===== src/rtl/afu_cmd_credit_arbiter.sv =====
// afu_cmd_credit_arbiter: credit-gated N-channel command arbiter; define AFU_CMD_ARB_STATS_EN to add grant/stall counters
module afu_cmd_credit_arbiter #(
  parameter int NUM_CHANNELS  = 5,
  parameter int CMD_WIDTH     = 64,
  parameter int CREDITS_READ  = 32,
  parameter int CREDITS_WRITE = 32,
  parameter int ROUND_ROBIN   = 0
) (
  input  logic                                   clock,
  input  logic                                   reset,
  input  logic                                   enable,
  input  logic [NUM_CHANNELS-1:0]                req_valid,
  input  logic [NUM_CHANNELS-1:0]                req_is_write,
  input  logic [NUM_CHANNELS*CMD_WIDTH-1:0]      req_cmd,
  output logic [NUM_CHANNELS-1:0]                grant,
  output logic                                   out_valid,
  output logic                                   out_is_write,
  output logic [CMD_WIDTH-1:0]                   out_cmd,
  output logic [$clog2(NUM_CHANNELS)-1:0]        out_channel,
  input  logic                                   rsp_read_done,
  input  logic                                   rsp_write_done,
  output logic [$clog2(CREDITS_READ+1)-1:0]      read_credits,
  output logic [$clog2(CREDITS_WRITE+1)-1:0]     write_credits,
  output logic                                   credit_error
`ifdef AFU_CMD_ARB_STATS_EN
  ,
  output logic [31:0]                            read_grant_count,
  output logic [31:0]                            write_grant_count,
  output logic [31:0]                            credit_stall_count
`endif
);
  localparam int CW = $clog2(NUM_CHANNELS);
  localparam int RW = $clog2(CREDITS_READ+1);
  localparam int WW = $clog2(CREDITS_WRITE+1);
  if (CREDITS_READ + CREDITS_WRITE > 64) begin : g_pool_check
    $error("CREDITS_READ + CREDITS_WRITE must not exceed 64");
  end
  logic [NUM_CHANNELS-1:0] eligible;
  logic [CW-1:0] rr_ptr, sel;
  logic [CW:0] cand;
  logic hit, rd_take, wr_take, rd_ovf, wr_ovf;
  assign eligible = {NUM_CHANNELS{enable & ~reset}} & req_valid &
                    ((req_is_write & {NUM_CHANNELS{write_credits != '0}}) |
                     (~req_is_write & {NUM_CHANNELS{read_credits != '0}}));
  // Scan from the farthest offset down so the nearest eligible channel to rr_ptr wins.
  always_comb begin
    sel = '0;
    hit = 1'b0;
    cand = '0;
    for (int j = NUM_CHANNELS-1; j >= 0; j--) begin
      cand = {1'b0, rr_ptr} + (CW+1)'(j);
      cand = cand >= (CW+1)'(NUM_CHANNELS) ? cand - (CW+1)'(NUM_CHANNELS) : cand;
      if (eligible[cand[CW-1:0]]) begin
        sel = cand[CW-1:0];
        hit = 1'b1;
      end
    end
  end
  assign grant   = hit ? NUM_CHANNELS'(1) << sel : '0;
  assign rd_take = |(grant & ~req_is_write);
  assign wr_take = |(grant & req_is_write);
  assign rd_ovf  = rsp_read_done & ~rd_take & (read_credits == RW'(CREDITS_READ));
  assign wr_ovf  = rsp_write_done & ~wr_take & (write_credits == WW'(CREDITS_WRITE));
  always_ff @(posedge clock or posedge reset)
    if (reset) begin
      out_valid     <= 1'b0;
      out_is_write  <= 1'b0;
      out_cmd       <= '0;
      out_channel   <= '0;
      rr_ptr        <= '0;
      read_credits  <= RW'(CREDITS_READ);
      write_credits <= WW'(CREDITS_WRITE);
      credit_error  <= 1'b0;
    end else begin
      out_valid <= hit;
      if (hit) begin
        out_is_write <= req_is_write[sel];
        out_cmd      <= req_cmd[sel*CMD_WIDTH +: CMD_WIDTH];
        out_channel  <= sel;
      end
      if (hit && ROUND_ROBIN != 0) rr_ptr <= sel == CW'(NUM_CHANNELS-1) ? '0 : sel + CW'(1);
      read_credits  <= read_credits + RW'(rsp_read_done & ~rd_ovf) - RW'(rd_take);
      write_credits <= write_credits + WW'(rsp_write_done & ~wr_ovf) - WW'(wr_take);
      credit_error  <= credit_error | rd_ovf | wr_ovf;
    end
`ifdef AFU_CMD_ARB_STATS_EN
  always_ff @(posedge clock or posedge reset)
    if (reset) begin
      read_grant_count   <= '0;
      write_grant_count  <= '0;
      credit_stall_count <= '0;
    end else begin
      read_grant_count   <= read_grant_count + 32'(rd_take);
      write_grant_count  <= write_grant_count + 32'(wr_take);
      credit_stall_count <= credit_stall_count + 32'(enable & |req_valid & ~hit);
    end
`endif
endmodule


===== config.mk =====
export PLATFORM = sky130hd
export DESIGN_NAME = afu_cmd_credit_arbiter
export DESIGN_NICKNAME = d
export VERILOG_FILES = /design/src/rtl/afu_cmd_credit_arbiter.sv
export SDC_FILE = /design/constraint.sdc
export NUM_CORES = 1
export LEC_CHECK = 0
export BUFFER_PORTS_ARGS = -buffer_cell sky130_fd_sc_hd__buf_2
export CAP_MARGIN = 10
export CELL_PAD_IN_SITES_DETAIL_PLACEMENT = 1
export CELL_PAD_IN_SITES_GLOBAL_PLACEMENT = 1
export CORE_AREA = 2 2 165 167
export DETAILED_ROUTE_END_ITERATION = 16
export DIE_AREA = 0 0 167 169
export PLACE_DENSITY_LB_ADDON = 0.1
export SLEW_MARGIN = 40
export SYNTH_ARGS = -nofsm -noshare
export SYNTH_HDL_FRONTEND = slang
export SYNTH_SLANG_ARGS = --single-unit

===== constraint.sdc =====
create_clock -name clock -period 3.45 [get_ports clock]
set_input_delay 0.69 -clock clock [delete_from_list [all_inputs] [get_ports clock]]
set_output_delay 0.69 -clock clock [all_outputs]
set_load 0.02 [all_outputs]

; ---- Word level (Yosys, flattened, before mapping)
; Index checks and enable logic that the tools add are counted.
[totals]
reg_bits = 82
in_bits = 335
out_inout_bits = 87
elab_cells = 89
[op_classes]
n_addsub = 13
n_lt_le_gt_ge = 11
eq_ne = 2
shifts = 2
mux = 28
bitwise_logic = 22
n_reduce_logical = 4
[op_table]
columns = operator, n
row1 = indexed part select 320 x 10 -> 64 bit, 1
row2 = AND 5 bit, 6
row3 = two-way mux 3 bit, 10
row4 = less-than comparator 3 x 4 -> 1 bit (second input constant), 6
row5 = binary-select mux 1 bit (select 3 bit), 6
row6 = >= comparator 4 x 3 -> 1 bit (second input constant), 4
row7 = subtractor 3 bit (second input constant), 5
row8 = adder 6 bit, 2
row9 = AND 1 x 6 -> 6 bit, 2
row10 = == test 6 bit (second input constant), 2
row11 = inverter 1 -> 6 bit, 2
row12 = nonzero test 6 bit, 2
row13 = subtractor 6 x 1 -> 6 bit, 2
row14 = two-way mux 1 bit, 11
row15 = OR reduction 5 bit, 2
row16 = adder 3 x 2 -> 4 bit (second input constant), 2
row17 = AND 1 bit, 5
row18 = two-way mux 5 bit, 1
row19 = inverter 5 bit, 1
row20 = bitwise OR 5 bit, 1
row21 = << shifter 1 x 3 -> 5 bit (first input constant), 1
row22 = adder 3 x 1 -> 4 bit (second input constant), 1
row23 = adder 3 x 3 -> 4 bit (second input constant), 1
row24 = >= comparator 3 bit (second input constant), 1
row25 = 2 further kinds, 5

; ---- Logic depth before layout (Yosys ltp)
; Gate-level depths: netlist (run 1).
[logic_depth]
ltp_word = 22
ltp_mapped = 16
mapped_depth_nobuf = 14

; ---- Worst setup path before layout (run 1)
; Ideal clock, no wire load.
[synth_path]
kind = flip-flop to flip-flop
startpoint = register read_credits[5]
endpoint = register read_credits[5]
setup_ns = 0.075
t_arrival_ns = 3.187
required_time_ns = 3.375
path_slack_ns = 0.189
path_stages_with_launch = 17
path_buffers = 2
period_less_slack_ns = 3.261
path_cell_list = dfstp_2 > inv_1 > ha_1 > and4bb_1 > buf_4 > o32a_1 > inv_2 > buf_2 > nor4_1 > a21oi_1 > nand2b_1 > ha_1 > a21o_1 > a21oi_1 > o21bai_1 > a21oi_1 > xor2_1
[synth_between]
elab_chain_len = 22
elab_cells_between_ends = 36
classes_between = 2 x add/sub / 1 x eq/ne / 1 x shift / 21 x mux / 9 x bitwise / 2 x reduce/logical
[synth_rtl]
columns = item, line
row1 = from (decl), 22  ; output logic [$clog2(CREDITS_READ+1)-1:0] read_credits,
row2 = from (signal assigned), 71  ; read_credits <= RW'(CREDITS_READ);
row3 = from (signal assigned), 82  ; read_credits <= read_credits + RW'(rsp_read_done & ~rd_ovf) - RW'(rd_take);
row4 = nonzero test 6 bit, 44  ; (~req_is_write & {NUM_CHANNELS{read_credits != '0}}));
row5 = AND 5 bit, 44
row6 = bitwise OR 5 bit, 43  ; ((req_is_write & {NUM_CHANNELS{write_credits != '0}}) |
row7 = AND 5 bit, 42  ; assign eligible = {NUM_CHANNELS{enable & ~reset}} & req_valid &
row8 = binary-select mux 1 bit (select 3 bit), 53  ; if (eligible[cand[CW-1:0]]) begin
row9 = two-way mux 1 bit (implied by the code), 53
row10 = two-way mux 3 bit (5 in series), 53
row11 = << shifter 1 x 3 -> 5 bit, 59  ; assign grant = hit ? NUM_CHANNELS'(1) << sel : '0;
row12 = two-way mux 5 bit, 59
row13 = AND 5 bit, 60  ; assign rd_take = |(grant & ~req_is_write);
row14 = OR reduction 5 bit, 60
row15 = inverter 1 bit, 62  ; assign rd_ovf = rsp_read_done & ~rd_take & (read_credits == RW'(CREDITS_READ));
row16 = AND 1 bit (2 in series), 62
row17 = inverter 1 -> 6 bit, 82
row18 = AND 1 x 6 -> 6 bit, 82
row19 = adder 6 bit, 82
row20 = subtractor 6 x 1 -> 6 bit *, 82
; Mark *: on every way between the ends. The rest lies on a longest branch, timed or not. The select of a mux whose other input is x is not followed.
; A chain may end at the register's enable or synchronous reset.

; ---- Worst setup path after layout (run 1)
[layout_path]
startpoint = register read_credits[5]
endpoint = output grant[2]
[layout_between]
elab_chain_len = 13
elab_cells_between_ends = 26
classes_between = 1 x shift / 21 x mux / 3 x bitwise / 1 x reduce/logical
[layout_rtl]
columns = item, line
row1 = nonzero test 6 bit *, 44
row2 = AND 5 bit *, 44
row3 = bitwise OR 5 bit *, 43
row4 = AND 5 bit *, 42
row5 = binary-select mux 1 bit (select 3 bit), 53
row6 = two-way mux 1 bit (implied by the code), 53
row7 = two-way mux 3 bit (5 in series), 53
row8 = << shifter 1 x 3 -> 5 bit, 59
row9 = two-way mux 5 bit *, 59
row10 = to (decl), 15  ; output logic [NUM_CHANNELS-1:0] grant,
; Marks and branches as above.

==> results.json, run 1 <==
{
  "status": "complete, no violations",
  "internal-power_mw": 2.76,
  "grt-ovfl-total": 0,
  "power.total_mw": 4.69,
  "cp.arrival_ps": 2590,
  "cp-start-kind": "register",
  "p_leak_nw": 3.52,
  "skew_ps": 11.4,
  "via_count": 6485,
  "cellPowerDensity_nw_per_um2": 592,
  "worst_slew_pin_slew_ps": 792,
  "min_path_type": "input port to async pin",
  "clk_root_buffer_cell": "clkbuf_16",
  "post-route-drc-count": 0,
  "die_y_um": 169,
  "place_inst": 1243,
  "num_io_pins": 422,
  "synth_cell_types": 51,
  "setup_viol": 0,
  "swShare_pct": 41.1,
  "yosys.area.top_type": "dfrtp_1",
  "place.gp.congestion": 0.762,
  "async_flop_share_pct": 100,
  "core_um2": 26500,
  "num_rows": 60,
  "clock_tree.buffer_depth": 2,
  "die_width_um": 167,
  "synth_top_area_share_pct": 36.3,
  "final_nets": 1266,
  "p_sw_mw": 1.93,
  "end_kind": "primary output",
  "synth_area_leaders": "dfrtp_1 (36%), o221a_1 (11%), o311ai_0 (5.3%)",
  "synthCells": 593,
  "slew_viol_final": 0,
  "drive_gt1_share_pct": 46.5,
  "wl_mm": 27.9,
  "crit_path_max_fanout": 98,
  "syn2layout_area_growth_pct": 45.4,
  "grt_max_degree": 99,
  "first_pass_iters": 4,
  "avgSynthCellArea_um2": 9.19,
  "synth-seq-cells": 81,
  "grt_antenna_before_repair": 5,
  "n_fill_cell": 3258,
  "ys.flop_type": "dfrtp_1",
  "combPwrFrac_pct": 46.4,
  "vdd_drop_max_v": 0.000376,
  "grt_pass1_vias": 7165,
  "synth_seq_area_share_pct": 37.2,
  "cts_htree_levels": 3,
  "fin_crit_ps": 3280,
  "cts_tree": "yes",
  "power_frac_seq_pct": 31.4,
  "viasPerCell": 5.13,
  "fin_cells": 1263,
  "crit_start": "read_credits[5]",
  "drt_iter0_drc": 309,
  "grt_first_pass_wirelength_mm": 42.9,
  "start_util_pct": 20.6,
  "slew_headroom_pct": 47.2,
  "synth_edf_count": 0,
  "timing.rr.start": "read_credits[5]",
  "ant_nets": 0,
  "drv_cap": 0,
  "required_ps": 2760,
  "yosys_warnings": 3,
  "hold_viol": 0,
  "wl_per_cell_um": 22.1,
  "critPathKind": "register to primary output",
  "syn_area_um2": 5450,
  "clockPowerShare_pct": 22.2,
  "clk_latency_ps": 350,
  "numClockSinks": 81,
  "fmax_ghz": 0.305,
  "post-dp-hpwl_mm": 18.9,
  "grt_usage_pct": 19.5,
  "port_buffers": 353,
  "die_area_um2": 28200,
  "numCtsBuffers": 9,
  "clk_pin_slew_ps": 70,
  "period_share_pct": 95.2
}
worst paths after layout:
check | cells after the start | slack [ps] | end
min in group clock | 1 | 490 | out_is_write
max in group asynchronous | 4 | 2280 | out_cmd[47]
max reg2reg | 13 | 270 | read_credits[4]
min | 3 | 470 | out_cmd[7]
max | 8 | 170 | grant[2]
min reg2reg | 1 | 490 | out_is_write
layout by cell type (no fill, tap or decap), drive strengths merged, types with 2 or more instances in the layout:
cell type	instances
xnor2	2
o21bai	2
a221o	2
clkinv	4
clkinvlp	2
fa	2
nand2	39
a21oi	42
or3b	2
ha	16
nand4b	3
conb	2
clkbuf	10
o32a	3
o311ai	33
buf	380
nand3b	2
diode	4
nor3	2
or4	2
nor2	9
dfstp	2
nand2b	8
o32ai	2
a31oi	33
or2	2
o221a	64
mux2i	2
nor4	33
nand3	34
a21o	3
o21ai	63
inv	15
dfrtp	79
and4bb	2
xor2	6
Yosys cell counts (all sizes together), types with 3 or more instances:
cell type	n
a21o	3
buf	32
a31oi	33
o21ai	63
clkbuf	40
o221a	64
nand4b	3
inv	16
nor4	33
nand3	34
a21oi	42
dfrtp	79
xor2	6
o311ai	33
nor2	9
nand2b	8
ha	16
o32a	3
nand2	39
repair_timing:
action	in CTS	in global routing
setup endpoints to repair	0	6
buffers inserted	0	0
resized for setup	0	6
hold buffers	0	0
endpoints found under the hold margin	0	0
critical path, stage by stage, from the launching register on:
cell and delay [ps]:
dfstp_2 550, inv_1 40, ha_1 160, and4bb_1 260, buf_4 190, o32a_2 420
buf_12 220, nor2_1 150, buf_2 170
logic make-up after synthesis:
| logic type | Yosys count | synth area share [%] |
|---|---|---|
| simple gates | 141 | 13.9 |
| other cells | 1 | 0.0688 |
| flops | 81 | 37.2 |
| buf+inv | 88 | 7.57 |
| xor+xnor | 8 | 1.29 |
| compound gates | 254 | 35.2 |
| fa+ha+maj | 18 | 4.41 |
| mux | 2 | 0.367 |
flip-flops by register name (all words and copies together), names as in the netlist:
register	cells
credit_error	1
out_channel	2
out_cmd	64
out_is_write	1
out_valid	1
read_credits	6
write_credits	6
metrics by stage:
step	TNS [ps]	instance area [um2]	hold WS [ps]	setup slack (ps)	utilization (%)
after global placement	0	7580	471	40.1	28.6
after global routing	-0.894	7930	506	-0.894	29.9
final	0	7930	470	166	29.9
after CTS	0	7890	486	3.91	29.8
after floorplan	0	5460	609	189	-
after detailed placement	0	7580	474	55.1	28.6
layer usage:
layer | wire length, um | up-vias | share of wire [%] | global-route usage [%]
li1 | - | 2997 | - | -
met1 | 12200 | 3208 | 44 | 24.8
met2 | 13400 | 255 | 48 | 33.5
met3 | 1970 | 23 | 7.0 | 5.17
met4 | 385 | 2 | 1.4 | 3.90
met5 | 9 | - | 0.032 | 0
power groups by stage:
stage | sequential, mW | clock, mW | combinational, mW
floorplan | 1.84 | 0 | 0.995
global placement | 1.49 | 0 | 2.19
detailed placement | 1.49 | 0 | 2.19
CTS | 1.48 | 1.08 | 2.20
global route | 1.52 | 1.12 | 2.41
finish | 1.47 | 1.04 | 2.18
cell type report:
class,count,area [um2],share of cell area [%]
well taps,341,427,5.38
clock inverters,6,67.6,0.852
clock buffers,10,239,3.01
inverters,16,61.3,0.773
multi-input cells,425,3060,38.6
diodes,4,10.0,0.126
flip-flops and latches,81,2030,25.6
repair buffers,380,2030,25.6
No activity file was read; power rests on OpenSTA's default activity.
==> run 2: changes to the inputs <==
- CTS_CLUSTER_DIAMETER: unset -> 30
- clock period: 3.45 -> 3.2 ns (I/O delays scaled with it)
==> results.json, run 2 (synthesized netlist as in run 1, its figures left out) <==
{
  "status": "complete, no violations",
  "wl_per_cell_um": 22.3,
  "grt_pass1_vias": 6955,
  "critical_path.top_delay_family": "buffers and inverters",
  "cp_slowest_stage_delay_ps": 530,
  "vdd_drop_max_v": 0.000363,
  "cts-hold-fix-buffers": 0,
  "num_rows": 60,
  "preCtsSetupSlack_ps": -186,
  "clock_tree.buffer_depth": 2,
  "cts_tree": "yes",
  "grt_first_pass_wirelength_mm": 42.2,
  "skew_ps": 8.02,
  "path_cells": "inv_1, ha_1, and4bb_1, buf_4, o32a_4, buf_12, nor3_1, buf_2",
  "slew_headroom_pct": 56.5,
  "largest_reg_flops": 64,
  "crit_path_max_fanout": 31,
  "setup_viol": 0,
  "fmax_ghz": 0.319,
  "end_kind": "primary output",
  "fin_crit_ps": 3130,
  "crit_start": "read_credits[5]",
  "cellPowerDensity_nw_per_um2": 628,
  "grt_antenna_before_repair": 6,
  "final_nets": 1289,
  "start_util_pct": 20.6,
  "clk_latency_ps": 340,
  "power.total_mw": 5.22,
  "largestRegisters": "out_cmd (64), read_credits (6), write_credits (6)",
  "drive_gt1_share_pct": 49.1,
  "finish.utilization_pct": 31.4,
  "grt-ovfl-total": 0,
  "clk_pin_slew_ps": 70,
  "critPathKind": "register to primary output",
  "post-dp-hpwl_mm": 19.1,
  "worst_slew_pin_slew_ps": 653,
  "min_path_type": "input port to async pin",
  "numClockSinks": 81,
  "p_leak_nw": 3.69,
  "num_io_pins": 422,
  "wl_mm": 28.7,
  "combPwrFrac_pct": 49.2,
  "place.gp.congestion": 0.763,
  "swShare_pct": 40.2,
  "required_ps": 2560,
  "die_area_um2": 28200,
  "drt_iter0_drc": 285,
  "hold_slack_ps": 395,
  "port_buffers": 353,
  "ant_nets": 0,
  "die_width_um": 167,
  "cp_slowest_cell": "dfstp_2",
  "design_area_um2": 8320,
  "grt_max_degree": 99,
  "die_y_um": 169,
  "via_count": 6524,
  "power_frac_seq_pct": 29.8,
  "grt_usage_pct": 19.4,
  "slew_viol_final": 0,
  "cts_htree_levels": 3,
  "post-route-drc-count": 0,
  "place_area_um2": 7760,
  "clockPowerShare_pct": 20.9,
  "internal-power_mw": 3.12,
  "top_register": "out_cmd",
  "core_um2": 26500,
  "clk_root_buffer_cell": "clkbuf_16",
  "viasPerCell": 5.07,
  "first_pass_iters": 5,
  "layout_common_cells": "buf_2 (352), dfrtp_1 (79), o221a_1 (53), o21ai_0 (49), nand2_1 (38)",
  "cp.arrival_ps": 2490,
  "cp-start-kind": "register",
  "hold_viol": 0,
  "numCtsBuffers": 9,
  "period_share_pct": 97.9,
  "timing.rr.start": "write_credits[5]",
  "crit_buf_inv": 4,
  "setup_slack_ps": 65.8,
  "p_sw_mw": 2.10,
  "syn2layout_area_growth_pct": 52.7,
  "final_common_cell": "buf_2",
  "drv_cap": 0
}
## run 2: changes by cell type in the layout (fill, tap and decap cells not counted), sizes merged
cell,delta
diode,+2
clkbuf,+4
bufbuf,+1
clkinvlp,+1
clkinv,-3
buf,+20
## run 2: what timing repair did
action | 4_1_cts | 5_1_grt
endpoints found under the setup margin | 4 | 11
setup buffers | 0 | 1
pin swaps | 0 | 9
cloned | 1 | 2
gates resized for setup | 6 | 26
## run 2: power by group through the flow
stage                     logic (mW)  registers, mW  clock network, mW
after floorplan                 1.08           1.98                  0
after global placement          2.51           1.58                  0
after detailed placement        2.53           1.57                  0
final                           2.57           1.56               1.09
after CTS                       2.55           1.56               1.14
after global routing            2.83           1.60               1.18
## run 2: worst min-delay path, cell delays in order
cell	delay (ps)
buf_2	100
buf_4	140
clkinv_2	260
## run 2: path summary, 6_finish.rpt
kind / slack, ps / to / cells after the start
worst min-delay path: 390 / out_cmd[9] / 3
worst min register to register: 490 / out_is_write / 1
worst max-delay path: 70 / grant[3] / 8
max in group asynchronous: 2050 / write_credits[5] / 4
min in group clock: 490 / out_is_write / 1
worst max register to register: 150 / read_credits[5] / 13
## run 2: through the flow
stage | setup TNS [ps] | std cells
after floorplan | 0 | 594
after global placement | -405 | 1262
after detailed placement | -530 | 1262
after CTS | -10.9 | 1279
after global routing | -11.4 | 1288
final | 0 | 1288
## run 2: routing by layer
layer  GRT usage [%]  vias to the layer above  wire [um]
met5               0                        -          0
met4            5.70                        0        427
met3            4.07                       23       1870
met2            32.7                      247      13600
met1            25.1                     3209      12800
li1                -                     3045          -
## run 2: cell type report
class,count,area (um2)
Tap cell,341,427
Multi-Input combinational cell,425,3160
Antenna cell,6,15.0
Clock buffer,12,246
Fill cell,3172,18200
Timing Repair Buffer,403,2330
Inverter,16,61.3
Clock inverter,4,52.6
Sequential cell,81,2030
==> run 3: changes to the inputs <==
- PLACE_DENSITY: unset -> 0.62
- PLACE_DENSITY_LB_ADDON: 0.1 -> unset
==> results.json, run 3 (synthesized netlist as in run 1, its figures left out) <==
{
  "status": "complete, no violations",
  "post-route-drc-count": 0,
  "fin_cells": 1279,
  "clock_tree.buffer_depth": 2,
  "largest_reg_flops": 64,
  "fin_crit_ps": 3100,
  "crit_buf_inv": 4,
  "cellPowerDensity_nw_per_um2": 649,
  "period_share_pct": 96.8,
  "numCtsBuffers": 9,
  "cp-start-kind": "register",
  "grt_first_pass_wirelength_mm": 41.6,
  "clk_pin_slew_ps": 70,
  "worst_slew_pin_slew_ps": 803,
  "grt_pass1_vias": 6832,
  "place_inst": 1249,
  "cp_slowest_cell": "dfstp_2",
  "setup_viol": 0,
  "path_cells": "inv_1, ha_1, and4bb_2, buf_6, o32ai_4, buf_8, nor3_1, buf_2",
  "skew_ps": 10.6,
  "cts_tree": "yes",
  "r2r_end": "read_credits[2]",
  "setup_slack_ps": 104,
  "syn2layout_area_growth_pct": 52.7,
  "crit_path_max_fanout": 41,
  "via_count": 6691,
  "core_um2": 26500,
  "slew_headroom_pct": 46.5,
  "drt_iter0_drc": 376,
  "clk_root_buffer_cell": "clkbuf_16",
  "ant_nets": 0,
  "min_path_type": "input port to async pin",
  "cts_htree_levels": 3,
  "final_common_cell": "buf_2",
  "cp_slowest_stage_delay_ps": 530,
  "grt_antenna_before_repair": 3,
  "drv_cap": 0,
  "viasPerCell": 5.23,
  "grt_usage_pct": 19.0,
  "crit_cells": 8,
  "critPathKind": "register to primary output",
  "rrSetupSlack_ps": 110,
  "port_buffers": 353,
  "p_leak_nw": 3.71,
  "vdd_drop_max_v": 0.000405,
  "layout_common_cells": "buf_2 (351), dfrtp_1 (79), o221a_1 (53), o21ai_0 (49), nand2_1 (38)",
  "top_register": "out_cmd",
  "hold_slack_ps": 490,
  "final_nets": 1284,
  "required_ps": 2560,
  "slew_viol_final": 0,
  "largestRegisters": "out_cmd (64), read_credits (6), write_credits (6)",
  "power.total_mw": 5.40,
  "place.gp.congestion": 0.807,
  "preCtsSetupSlack_ps": -79.3,
  "drive_gt1_share_pct": 49.2,
  "hold_viol": 0,
  "die_width_um": 167,
  "post-dp-hpwl_mm": 19.0,
  "wl_per_cell_um": 22.8,
  "cp.arrival_ps": 2460,
  "finish.utilization_pct": 31.4,
  "grt_max_degree": 99,
  "clk_latency_ps": 350,
  "grt-ovfl-total": 0,
  "rsz0062_at_grt": "true",
  "start_util_pct": 20.6,
  "end_kind": "primary output",
  "critical_path.top_delay_family": "buffers and inverters",
  "timing.rr.start": "read_credits[5]",
  "num_io_pins": 422,
  "die_y_um": 169,
  "endpoint": "grant[3]",
  "crit_start": "read_credits[5]",
  "fmax_ghz": 0.323,
  "numClockSinks": 81,
  "ff2ff_path_depth": 13,
  "num_rows": 60,
  "wl_mm": 29.1,
  "cts-hold-fix-buffers": 0,
  "die_area_um2": 28200,
  "first_pass_iters": 5
}
run 3: routing by layer:
layer / routed length, um / global-route usage, % / vias to the layer above
met5: 0 / 0 / -
met4: 435 / 4.95 / 0
met3: 1590 / 3.44 / 29
met2: 14300 / 32.3 / 250
met1: 12800 / 25.0 / 3377
li1: - / - / 3035
run 3: where the power goes:
part	total (mW)	switching [mW]	leakage [nW]	internal, mW
clock network	1.26	0.459	0.172	0.805
logic	2.56	1.46	2.61	1.10
registers	1.58	0.201	0.923	1.38
run 3: worst register-to-register path, delay by kind of cell, from the launching register on:
kind                     cells  cell delay, ps
AND/OR/NAND/NOR              3             900
adder cells (fa/ha/maj)      3             760
flip-flops                   1             530
buffers and inverters        4             460
multiplexers                 1             150
XOR/XNOR                     1             130
AO/OA/AOI/OAI                1              50
run 3: final cells by class:
type,instances,area (um2)
fillers,3202,18200
multi-input cells,425,3160
flip-flops and latches,81,2030
repair buffers,398,2290
clock buffers,11,253
well taps,341,427
clock inverters,4,98.8
inverters,16,62.6
diodes,3,7.51
run 3: worst min-delay path by stage:
stage	slack, ps	depth (start not counted)	start	end
2_1_floorplan	610	1	out_is_write	out_is_write
3_3_place_gp	480	1	out_is_write	out_is_write
3_5_place_dp	480	1	out_is_write	out_is_write
6_report	490	3	reset	credit_error
4_1_cts	480	3	req_cmd[80]	out_cmd[16]
5_1_grt	510	3	req_cmd[80]	out_cmd[16]
run 3: what timing repair did:
item / in CTS / in global routing
gates resized for setup: 5 / 30
pin swaps: 1 / 17
gates cloned: 1 / 3
endpoints found under the setup margin: 7 / 8
setup buffers: 0 / 8
run 3: per-stage QoR:
stage                     area, um2  setup TNS (ps)
after floorplan                5470               0
final                          8320               0
after global placement         7650           -44.8
after global routing           8320           -95.0
after CTS                      8060               0
after detailed placement       7650            -196
